### config.mk
export PLATFORM = sky130hd
export DESIGN_NAME = noc_input_fifo
export DESIGN_NICKNAME = d
export VERILOG_FILES = /design/src/rtl/noc_pkg.sv /design/src/rtl/noc_fifo_mem.sv /design/src/rtl/noc_input_fifo.sv
export SDC_FILE = /design/constraint.sdc
export NUM_CORES = 1
export LEC_CHECK = 0
export CAP_MARGIN = 20
export CORE_MARGIN = 2
export CORE_UTILIZATION = 58
export DETAILED_ROUTE_END_ITERATION = 6
export PLACE_DENSITY = 0.85
export SYNTH_ARGS = -nofsm -noshare
export SYNTH_HDL_FRONTEND = slang
export SYNTH_HIERARCHICAL = 1
export SYNTH_SLANG_ARGS = --single-unit
### constraint.sdc
create_clock -name clk -period 4 [get_ports clk]
set_clock_uncertainty 0.2 [all_clocks]
set_input_delay 0.8 -clock clk [delete_from_list [all_inputs] [get_ports clk]]
set_output_delay 0.8 -clock clk [all_outputs]
set_load 0.02 [all_outputs]
### src/rtl/noc_pkg.sv
`default_nettype none
// ============================================================================
// Module   : noc_pkg
// Purpose  : Shared flit encodings, field positions and the framing-state
//            definition for the NoC router input stage.
// Revision : 1.0 - initial release
// ============================================================================
package noc_pkg;

  // Flit-type codes carried in the top three bits of every flit.
  localparam logic [2:0] HEADER = 3'b001;
  localparam logic [2:0] BODY   = 3'b010;
  localparam logic [2:0] TAIL   = 3'b100;

  // flit_id occupies [DATA_WIDTH-FLIT_ID_MSB -: FLIT_ID_W].
  localparam int FLIT_ID_W    = 3;
  localparam int FLIT_ID_MSB  = 1;

  // Destination field of a header flit: y in [3:2], x in [1:0].
  localparam int DST_ADDR_LSB = 0;
  localparam int DST_ADDR_W   = 4;

  // Packet framing tracker state.
  typedef enum logic [0:0] {
    IDLE   = 1'b0,
    IN_PKT = 1'b1
  } frame_state_t;

  // Result of advancing the framing tracker by one accepted flit.
  typedef struct packed {
    frame_state_t next;
    logic         err;
  } frame_step_t;

  // Next framing state and error flag for one accepted flit. Unknown codes
  // and out-of-order types are flagged; the state only moves on legal
  // transitions, except that a HEADER always (re)opens a packet.
  function automatic frame_step_t frame_step(input frame_state_t  state,
                                             input logic [FLIT_ID_W-1:0] id);
    frame_step_t res;
    res.next = state;
    res.err  = 1'b0;
    case (id)
      HEADER: begin
        res.err  = (state == IN_PKT);
        res.next = IN_PKT;
      end
      BODY: begin
        res.err  = (state == IDLE);
      end
      TAIL: begin
        res.err  = (state == IDLE);
        res.next = IDLE;
      end
      default: begin
        res.err  = 1'b1;
      end
    endcase
    return res;
  endfunction

endpackage
`default_nettype wire

### src/rtl/noc_fifo_mem.sv
`default_nettype none
// ============================================================================
// Module   : noc_fifo_mem
// Purpose  : Circular flit buffer with read/write pointers and occupancy
//            count. Head entry is presented combinationally (FWFT).
// Revision : 1.0 - initial release
// ============================================================================
module noc_fifo_mem
  import noc_pkg::*;
#(
  parameter int DATA_WIDTH = 32,
  parameter int DEPTH      = 4,
  parameter int PTR_W      = $clog2(DEPTH)
) (
  input  logic                  clk,
  input  logic                  rst,
  input  logic                  i_wr_req,
  input  logic [DATA_WIDTH-1:0] i_wr_data,
  input  logic                  i_rd_req,
  output logic [DATA_WIDTH-1:0] o_rd_data,
  output logic                  o_empty,
  output logic                  o_full,
  output logic                  o_wr_acc,
  output logic                  o_rd_acc
);

  localparam logic [PTR_W:0]   c_FULL_COUNT = (PTR_W+1)'(DEPTH);
  localparam logic [PTR_W:0]   c_CNT_ONE    = (PTR_W+1)'(1);
  localparam logic [PTR_W-1:0] c_PTR_ONE    = PTR_W'(1);

  logic [DATA_WIDTH-1:0] r_mem [DEPTH];
  logic [PTR_W-1:0]      r_wr_ptr;
  logic [PTR_W-1:0]      r_rd_ptr;
  logic [PTR_W:0]        r_count;
  logic                  w_wr_acc;
  logic                  w_rd_acc;

  // Status flags come straight from the registered count; a full buffer
  // refuses writes even when a read frees a slot in the same cycle.
  assign o_empty  = (r_count == '0);
  assign o_full   = (r_count == c_FULL_COUNT);
  assign w_wr_acc = i_wr_req & ~o_full & ~rst;
  assign w_rd_acc = i_rd_req & ~o_empty & ~rst;
  assign o_wr_acc = w_wr_acc;
  assign o_rd_acc = w_rd_acc;

  // Head flit; contents are stale while empty and must be qualified.
  assign o_rd_data = r_mem[r_rd_ptr];

  // Storage array: written on accepted writes only, never reset.
  always_ff @(posedge clk) begin
    if (w_wr_acc) begin
      r_mem[r_wr_ptr] <= i_wr_data;
    end
  end

  // Pointer and occupancy bookkeeping; pointers wrap naturally (DEPTH = 2^n).
  always_ff @(posedge clk) begin
    if (rst) begin
      r_wr_ptr <= '0;
      r_rd_ptr <= '0;
      r_count  <= '0;
    end else begin
      if (w_wr_acc) begin
        r_wr_ptr <= r_wr_ptr + c_PTR_ONE;
      end
      if (w_rd_acc) begin
        r_rd_ptr <= r_rd_ptr + c_PTR_ONE;
      end
      case ({w_wr_acc, w_rd_acc})
        2'b10:   r_count <= r_count + c_CNT_ONE;
        2'b01:   r_count <= r_count - c_CNT_ONE;
        default: r_count <= r_count;
      endcase
    end
  end

endmodule
`default_nettype wire

### src/rtl/noc_input_fifo.sv
`default_nettype none
// ============================================================================
// Module   : noc_input_fifo
// Purpose  : Router input-port buffer. Stores incoming flits under credit
//            flow control, presents the head flit and its decoded fields to
//            LBDR/crossbar, returns credits and checks packet framing.
// Revision : 1.0 - initial release
// ============================================================================
module noc_input_fifo
  import noc_pkg::*;
#(
  parameter int DATA_WIDTH = 32,
  parameter int DEPTH      = 4,
  parameter int PTR_W      = $clog2(DEPTH)
) (
  input  logic                  clk,
  input  logic                  rst,
  input  logic                  valid_in,
  input  logic [DATA_WIDTH-1:0] flit_in,
  input  logic                  read_en,
  output logic [DATA_WIDTH-1:0] flit_out,
  output logic [2:0]            flit_id,
  output logic [3:0]            dst_addr,
  output logic                  empty,
  output logic                  full,
  output logic                  credit_out,
  output logic                  overflow_err,
  output logic                  framing_err
);

  logic                 w_wr_acc;
  logic                 w_rd_acc;
  logic [FLIT_ID_W-1:0] w_in_id;
  frame_step_t          w_step;
  frame_state_t         r_state;

  noc_fifo_mem #(
    .DATA_WIDTH (DATA_WIDTH),
    .DEPTH      (DEPTH),
    .PTR_W      (PTR_W)
  ) u_mem (
    .clk       (clk),
    .rst       (rst),
    .i_wr_req  (valid_in),
    .i_wr_data (flit_in),
    .i_rd_req  (read_en),
    .o_rd_data (flit_out),
    .o_empty   (empty),
    .o_full    (full),
    .o_wr_acc  (w_wr_acc),
    .o_rd_acc  (w_rd_acc)
  );

  // Head-flit field decode for LBDR; dst_addr only meaningful on a HEADER.
  assign flit_id  = flit_out[DATA_WIDTH-FLIT_ID_MSB -: FLIT_ID_W];
  assign dst_addr = flit_out[DST_ADDR_LSB +: DST_ADDR_W];

  // Framing decision for the flit currently arriving.
  assign w_in_id = flit_in[DATA_WIDTH-FLIT_ID_MSB -: FLIT_ID_W];
  assign w_step  = frame_step(r_state, w_in_id);

  // One credit back upstream for every flit consumed in the previous cycle.
  always_ff @(posedge clk) begin
    if (rst) begin
      credit_out <= 1'b0;
    end else begin
      credit_out <= w_rd_acc;
    end
  end

  // Sticky flag: upstream sent a flit it had no credit for.
  always_ff @(posedge clk) begin
    if (rst) begin
      overflow_err <= 1'b0;
    end else if (valid_in && full) begin
      overflow_err <= 1'b1;
    end
  end

  // Framing tracker advanced on accepted writes; offending flits are kept.
  always_ff @(posedge clk) begin
    if (rst) begin
      r_state     <= IDLE;
      framing_err <= 1'b0;
    end else if (w_wr_acc) begin
      r_state <= w_step.next;
      if (w_step.err) begin
        framing_err <= 1'b1;
      end
    end
  end

endmodule
`default_nettype wire

==> impl_metrics.prom, run 1 <==
# TYPE chip_impl_metric gauge
chip_impl_metric{name="layout.filler_cells",unit=""} 523
chip_impl_metric{name="fin_area",unit="sq um"} 6850
chip_impl_metric{name="synth_area",unit="sq um"} 5350
chip_impl_metric{name="antenna_cells",unit=""} 0
chip_impl_info{name="status",value="finished clean"} 1
chip_impl_metric{name="yosysWarnings",unit=""} 6
chip_impl_metric{name="final_cells",unit=""} 457
chip_impl_metric{name="leakagePower",unit="uW"} 0.00222
chip_impl_metric{name="fin_crit_sh",unit="%"} 90.5
chip_impl_metric{name="max_slew.worst_pin.slew",unit="ns"} 0.858
chip_impl_metric{name="final_layout_size_suffix_gt1_share",unit="%"} 22.0
chip_impl_metric{name="min_delay_path_depth",unit=""} 2
chip_impl_metric{name="drt_pre_antenna_iters",unit=""} 4
chip_impl_info{name="synthDominantAreaCellType",value="sky130_fd_sc_hd__edfxtp_1"} 1
chip_impl_metric{name="vias",unit=""} 2613
chip_impl_metric{name="max_cap_violations",unit=""} 0
chip_impl_metric{name="gp_congestion",unit=""} 0.765
chip_impl_metric{name="via_per_inst",unit=""} 5.72
chip_impl_metric{name="synth_cell_types",unit=""} 30
chip_impl_metric{name="top_level_ports",unit=""} 80
chip_impl_metric{name="h-tree-depth",unit=""} 4
chip_impl_metric{name="fin_crit",unit="ns"} 3.62
chip_impl_metric{name="largest_buffer_count_on_any_clock_path",unit=""} 2
chip_impl_metric{name="cts-hold-fix-buffers",unit=""} 0
chip_impl_metric{name="r2r.worst_path.cells",unit=""} 9
chip_impl_metric{name="start_util",unit="%"} 58.7
chip_impl_metric{name="grt_pass1_wl",unit="um"} 15600
chip_impl_info{name="synth.top_cells.by_count",value="sky130_fd_sc_hd__edfxtp_1 (128), sky130_fd_sc_hd__mux4_2 (32), sky130_fd_sc_hd__dfxtp_1 (13), sky130_fd_sc_hd__nor2_1 (9)"} 1
chip_impl_metric{name="die-width",unit="um"} 100
chip_impl_metric{name="count_of_placed_standard_cells_including_taps",unit=""} 426
chip_impl_metric{name="power-per-cell-area",unit="nW/um^2"} 542
chip_impl_info{name="clock_tree.root_cell",value="sky130_fd_sc_hd__clkbuf_8"} 1
chip_impl_info{name="startpoint_type",value="register"} 1
chip_impl_metric{name="die_area",unit="sq um"} 10000
chip_impl_metric{name="asyncSetResetFlopFracSynth",unit="%"} 0
chip_impl_metric{name="clk_lat_worst_skew",unit="ns"} 0.51
chip_impl_info{name="timing.setup.critical_path_class",value="reg2out"} 1
chip_impl_info{name="dominant_synthesized_flop_cell",value="sky130_fd_sc_hd__edfxtp_1"} 1
chip_impl_metric{name="synth-seq-area-share",unit="%"} 76.7
chip_impl_metric{name="synthAdderAreaFrac",unit="%"} 1.54
chip_impl_metric{name="drt-initial-drc-count",unit=""} 159
chip_impl_metric{name="register_bit_total_from_synthesis",unit=""} 141
chip_impl_info{name="worst_hold_path_type",value="reg2reg"} 1
chip_impl_metric{name="area.growth.synth_to_final",unit="%"} 28.0
chip_impl_metric{name="wire_per_inst",unit="um"} 21.6
chip_impl_metric{name="report.final.slew_viol_count",unit=""} 0
chip_impl_metric{name="synth_simple_gate_area_share",unit="%"} 2.85
chip_impl_info{name="rsz0062_at_grt",value="false"} 1
chip_impl_metric{name="synth.mux.area_fraction",unit="%"} 13.7
chip_impl_metric{name="die-height",unit="um"} 100
chip_impl_metric{name="total_cts_buffers",unit=""} 17
chip_impl_metric{name="layout.core_utilization",unit="%"} 75.2
chip_impl_metric{name="worstPathArrival",unit="ns"} 2.62
chip_impl_metric{name="dp_hpwl",unit="um"} 5740
chip_impl_metric{name="finalHoldViolCount",unit=""} 0
chip_impl_info{name="element_type_at_the_critical_path_end",value="primary output"} 1
chip_impl_metric{name="placement_rows",unit=""} 35
chip_impl_metric{name="cp.required",unit="ns"} 3.00
chip_impl_metric{name="detailed_place.area",unit="sq um"} 6240
chip_impl_metric{name="final_nets",unit=""} 376
chip_impl_metric{name="post_synth_inst_count",unit=""} 245
chip_impl_metric{name="grt_antenna_before_repair",unit=""} 0
chip_impl_metric{name="fraction_of_post_synthesis_cell_area_in_the_top_cell_type_by_area",unit="%"} 71.9
chip_impl_metric{name="slew-limit-headroom",unit="%"} 42.8
chip_impl_metric{name="cts-resized-gates",unit=""} 0
chip_impl_metric{name="grt_remaining_overflow",unit=""} 0
chip_impl_metric{name="placement.io_buffers",unit=""} 79
chip_impl_metric{name="cts.sink_count",unit=""} 141
chip_impl_metric{name="fp.coreArea",unit="sq um"} 9110
chip_impl_metric{name="clk_pin_slew_worst_paths",unit="ns"} 0.06
chip_impl_metric{name="count_of_endpoints_failing_setup_in_the_final_report",unit=""} 0
chip_impl_metric{name="max_clock_freq",unit="MHz"} 276
chip_impl_info{name="yosys.cell_count.top_type",value="sky130_fd_sc_hd__edfxtp_1"} 1
chip_impl_metric{name="tns",unit="ns"} 0
chip_impl_info{name="netlist_top_cells_area",value="sky130_fd_sc_hd__edfxtp_1 (72%), sky130_fd_sc_hd__mux4_2 (13%), sky130_fd_sc_hd__dfxtp_1 (4.9%)"} 1
chip_impl_metric{name="drt_drc_violations_left",unit=""} 0
chip_impl_metric{name="postSynthAreaPerCell",unit="sq um"} 21.8
chip_impl_metric{name="first_global_vias",unit=""} 2826
chip_impl_metric{name="peakVddDrop",unit="mV"} 0.346
chip_impl_info{name="dominant_combinational_cell_family_by_area_after_synthesis",value="multiplexers"} 1
chip_impl_metric{name="worstPathMaxFanout",unit=""} 13
chip_impl_metric{name="grt_util_all_layers",unit="%"} 21.7
chip_impl_metric{name="synth_xor_area_share",unit="%"} 0.819
chip_impl_metric{name="synth_nets",unit=""} 287
chip_impl_metric{name="routed_wirelength",unit="um"} 9870
chip_impl_metric{name="synth_compound_area_share",unit="%"} 1.24
chip_impl_metric{name="report.power.total",unit="uW"} 3710
chip_impl_metric{name="post-cts-setup-buffer-count",unit=""} 0
chip_impl_info{name="cts_tree",value="yes"} 1
chip_impl_metric{name="edff_count_synth",unit=""} 128
chip_impl_metric{name="pin_count_of_the_biggest_net_entering_global_routing",unit=""} 33
chip_impl_metric{name="route.antenna.remaining_nets",unit=""} 0
==> final cells by class <==
cell class	count	area (sq um)	share of cell area, %
tap	111	139	2.03
clock inverter	14	194	2.83
inverter	7	26.3	0.384
multi-input combinational	82	1080	15.8
timing repair buffer	85	886	12.9
sequential	141	4110	60.0
clock buffer	17	414	6.05
==> routing by layer <==
layer | up-vias | wire length (um) | global-route usage (%)
li1 | 1174 | - | -
met3 | 5 | 432 | 6.27
met1 | 1352 | 4260 | 29.3
met2 | 82 | 5130 | 35.4
met5 | - | 0 | 0
met4 | 0 | 42 | 5.69
==> through the flow <==
| stage | setup slack, ns | hold WS (ns) |
|---|---|---|
| floorplan | 1.42 | 0.256 |
| global placement | 0.753 | 0.258 |
| detailed placement | 0.639 | 0.300 |
| CTS | 0.288 | 0.329 |
| global route | 0.240 | 0.355 |
| finish | 0.379 | 0.311 |
==> power breakdown <==
part           leakage (uW)  internal [uW]  switching (uW)
registers           0.00127           1650            36.4
clock network      0.000284           1010             583
logic              0.000663            230             200
==> layout by cell type (no fill, tap or decap), drive strengths merged, types with 2 or more instances in the layout <==
cell type      Yosys  routed
clkinvlp           0       4
nor2               9       9
a21oi              6       6
edfxtp           128     128
inv                7       9
mux4              32      32
and2               4       4
nand2b             2       2
nor3               3       3
buf               14       6
o21ai              4       4
dfxtp             13      13
ha                 5       5
bufinv             0       4
clkinv             0       4
nor3b              2       2
xor2               4       4
clkbuf             1      17
clkdlybuf4s50      0      79
or3                2       2
==> path summary, 6_finish.rpt <==
path | startpoint | end | slack, ns
hold reg to reg | overflow_err | overflow_err | 0.31
hold / removal | overflow_err | overflow_err | 0.31
setup / recovery | register | flit_out[3] | 0.38
setup reg to reg | u_mem/r_count[2] | u_mem/r_count[2] | 1.48
==> worst max-delay path: stages (launching register included) <==
cell and delay (ns):
sky130_fd_sc_hd__dfxtp_2 0.67, sky130_fd_sc_hd__buf_4 0.31, sky130_fd_sc_hd__mux4_2 0.54, sky130_fd_sc_hd__clkdlybuf4s50_1 0.58
==> sequential cells by signal, indices dropped and copies added, names as in the netlist, named ones only <==
name and flops:
credit_out 1, framing_err 1, overflow_err 1, r_state 1, u_mem/r_count 3, u_mem/r_mem 128
u_mem/r_rd_ptr 2, u_mem/r_wr_ptr 2
==> kinds of logic after synthesis <==
family / after synthesis
compound gates: 12
xor+xnor: 5
fa+ha+maj: 6
buf+inv: 22
flops: 141
mux: 33
simple gates: 26
Note: power is estimated with default switching activity, not from simulation.
==> inputs of run 2 (changes only) <==
--- a/config.mk
+++ b/config.mk
@@ -7,9 +7,9 @@
 export LEC_CHECK = 0
 export CAP_MARGIN = 20
 export CORE_MARGIN = 2
-export CORE_UTILIZATION = 58
+export CORE_UTILIZATION = 54
 export DETAILED_ROUTE_END_ITERATION = 6
-export PLACE_DENSITY = 0.85
+export PLACE_DENSITY = 0.8
 export SYNTH_ARGS = -nofsm -noshare
 export SYNTH_HDL_FRONTEND = slang
 export SYNTH_HIERARCHICAL = 1
==> impl_metrics.prom, run 2 (same netlist as run 1, synthesis figures left out) <==
# TYPE chip_impl_metric gauge
chip_impl_info{name="clock_tree.root_cell",value="sky130_fd_sc_hd__clkbuf_8"} 1
chip_impl_metric{name="detailed_place.area",unit="sq um"} 6260
chip_impl_metric{name="post-cts-setup-buffer-count",unit=""} 0
chip_impl_info{name="status",value="finished clean"} 1
chip_impl_metric{name="min_delay_path_depth",unit=""} 2
chip_impl_metric{name="fin_crit_sh",unit="%"} 88.9
chip_impl_metric{name="largest_buffer_count_on_any_clock_path",unit=""} 2
chip_impl_metric{name="power-per-cell-area",unit="nW/um^2"} 518
chip_impl_metric{name="final_layout_size_suffix_gt1_share",unit="%"} 22.3
chip_impl_metric{name="gp_congestion",unit=""} 0.714
chip_impl_metric{name="slew-limit-headroom",unit="%"} 61.3
chip_impl_metric{name="met3RoutedLength",unit="um"} 530
chip_impl_metric{name="cts-hold-fix-buffers",unit=""} 0
chip_impl_metric{name="worstPathArrival",unit="ns"} 2.55
chip_impl_metric{name="max_slew.worst_pin.slew",unit="ns"} 0.580
chip_impl_metric{name="die_area",unit="sq um"} 10700
chip_impl_info{name="crit_end",value="flit_out[29]"} 1
chip_impl_metric{name="largest_register_ff_count",unit=""} 128
chip_impl_info{name="top_regs",value="u_mem/r_mem (128), u_mem/r_count (3)"} 1
chip_impl_metric{name="leakagePower",unit="uW"} 0.00221
chip_impl_metric{name="route.antenna.remaining_nets",unit=""} 0
chip_impl_metric{name="timing.reg2reg.setup_slack",unit="ns"} 1.42
chip_impl_info{name="element_type_at_the_critical_path_end",value="primary output"} 1
chip_impl_metric{name="top_level_ports",unit=""} 80
chip_impl_info{name="layout.cells.most_common_list",value="sky130_fd_sc_hd__edfxtp_1 (128), sky130_fd_sc_hd__clkdlybuf4s50_1 (79), sky130_fd_sc_hd__mux4_2 (32), sky130_fd_sc_hd__clkbuf_16 (16), sky130_fd_sc_hd__dfxtp_1 (11)"} 1
chip_impl_info{name="most_frequent_standard_cell_in_the_layout_excluding_fill_and_tap_cells",value="sky130_fd_sc_hd__edfxtp_1"} 1
chip_impl_metric{name="grt_util_all_layers",unit="%"} 17.9
chip_impl_info{name="end_of_the_worst_register_to_register_path",value="u_mem/r_count[2]"} 1
chip_impl_metric{name="max_clock_freq",unit="MHz"} 281
chip_impl_metric{name="final_nets",unit=""} 378
chip_impl_metric{name="vias",unit=""} 2554
chip_impl_metric{name="met1Wirelength",unit="um"} 3600
chip_impl_metric{name="drt_pre_antenna_iters",unit=""} 4
chip_impl_info{name="startpoint_type",value="register"} 1
chip_impl_metric{name="finalHoldViolCount",unit=""} 0
chip_impl_info{name="critical_path.reg2reg.startpoint",value="u_mem/r_count[2]"} 1
chip_impl_metric{name="fin_area",unit="sq um"} 6800
chip_impl_metric{name="max_cap_violations",unit=""} 0
chip_impl_metric{name="worstPathMaxFanout",unit=""} 21
chip_impl_info{name="registers.top_by_ff_count",value="u_mem/r_mem"} 1
chip_impl_metric{name="drt_drc_violations_left",unit=""} 0
chip_impl_metric{name="grt_antenna_before_repair",unit=""} 0
chip_impl_metric{name="fp.coreArea",unit="sq um"} 9680
chip_impl_metric{name="clk_lat_worst_skew",unit="ns"} 0.51
chip_impl_info{name="topRoutingLayerUsed",value="met4"} 1
chip_impl_metric{name="grt_pass1_wl",unit="um"} 14100
chip_impl_metric{name="placement.io_buffers",unit=""} 79
chip_impl_metric{name="routed_wirelength",unit="um"} 8850
chip_impl_metric{name="peakVddDrop",unit="mV"} 0.270
chip_impl_metric{name="r2r.worst_path.cells",unit=""} 9
chip_impl_metric{name="h-tree-depth",unit=""} 4
chip_impl_metric{name="dp_hpwl",unit="um"} 5560
chip_impl_metric{name="start_util",unit="%"} 55.2
chip_impl_metric{name="pin_count_of_the_biggest_net_entering_global_routing",unit=""} 33
chip_impl_metric{name="clk_pin_slew_worst_paths",unit="ns"} 0.06
chip_impl_metric{name="die-height",unit="um"} 104
chip_impl_metric{name="report.final.slew_viol_count",unit=""} 0
chip_impl_info{name="timing.setup.critical_path_class",value="reg2out"} 1
chip_impl_metric{name="drt-initial-drc-count",unit=""} 96
chip_impl_metric{name="tns",unit="ns"} 0
chip_impl_metric{name="grt_remaining_overflow",unit=""} 0
chip_impl_info{name="rsz0062_at_grt",value="false"} 1
chip_impl_metric{name="via_per_inst",unit=""} 5.30
chip_impl_metric{name="placement_rows",unit=""} 36
chip_impl_metric{name="total_cts_buffers",unit=""} 17
chip_impl_metric{name="report.power.total",unit="uW"} 3520
chip_impl_metric{name="first_global_vias",unit=""} 2695
chip_impl_metric{name="met2_wirelength",unit="um"} 4590
chip_impl_metric{name="count_of_endpoints_failing_setup_in_the_final_report",unit=""} 0
chip_impl_info{name="cts_tree",value="yes"} 1
chip_impl_metric{name="wire_per_inst",unit="um"} 18.4
chip_impl_metric{name="fin_crit",unit="ns"} 3.55
chip_impl_metric{name="cp.required",unit="ns"} 3.00
chip_impl_metric{name="cts-resized-gates",unit=""} 0
chip_impl_info{name="worst_hold_path_type",value="reg2reg"} 1
chip_impl_metric{name="die-width",unit="um"} 104
chip_impl_metric{name="cts.sink_count",unit=""} 141
chip_impl_metric{name="area.growth.synth_to_final",unit="%"} 27.2
chip_impl_metric{name="antenna_cells",unit=""} 0
==> run 2: critical path: stages, from the launching register on <==
cell and delay [ns]:
sky130_fd_sc_hd__dfxtp_2 0.62, sky130_fd_sc_hd__buf_12 0.27, sky130_fd_sc_hd__mux4_2 0.55, sky130_fd_sc_hd__clkdlybuf4s50_1 0.59
==> run 2: final cells by class <==
type	count	area, sq um
clock buffer	18	418
fill	612	2880
inverter	7	26.3
timing repair buffer	87	876
clock inverter	14	128
sequential	141	4110
tap	133	166
multi-input combinational	82	1080
==> run 2: metal layers <==
| metal | GRT usage (%) | vias up |
|---|---|---|
| met1 | 21.8 | 1294 |
| met3 | 5.79 | 10 |
| met5 | 0 | - |
| li1 | - | 1168 |
| met2 | 29.7 | 82 |
| met4 | 7.53 | 0 |
==> run 2: stage by stage <==
step / instances / setup WS, ns / hold WS, ns / utilization (%)
after global placement: 450 / 0.733 / 0.255 / 64.6
after global routing: 482 / 0.291 / 0.308 / 70.2
after CTS: 482 / 0.370 / 0.296 / 70.2
after detailed placement: 450 / 0.613 / 0.277 / 64.6
final: 482 / 0.446 / 0.288 / 70.2
after floorplan: 245 / 1.42 / 0.256 / -
==> run 2: power breakdown <==
group / switching (uW) / internal (uW)
Combinational: 197 / 229
Sequential: 31.3 / 1650
Clock: 538 / 873
==> run 2: worst min path at each step <==
| stage | slack (ns) | to | start |
|---|---|---|---|
| detailed placement | 0.28 | overflow_err | overflow_err |
| CTS | 0.30 | overflow_err | overflow_err |
| finish | 0.29 | overflow_err | overflow_err |
| floorplan | 0.26 | r_state | r_state |
| global route | 0.31 | overflow_err | overflow_err |
| global placement | 0.25 | overflow_err | overflow_err |
==> inputs of run 3 (changes only) <==
--- a/config.mk
+++ b/config.mk
@@ -5,7 +5,7 @@
 export SDC_FILE = /design/constraint.sdc
 export NUM_CORES = 1
 export LEC_CHECK = 0
-export CAP_MARGIN = 20
+export CAP_MARGIN = 0
 export CORE_MARGIN = 2
 export CORE_UTILIZATION = 54
 export DETAILED_ROUTE_END_ITERATION = 6
==> results of run 3 <==
The final DEF is identical to that of run 2; final timing and power are the same.
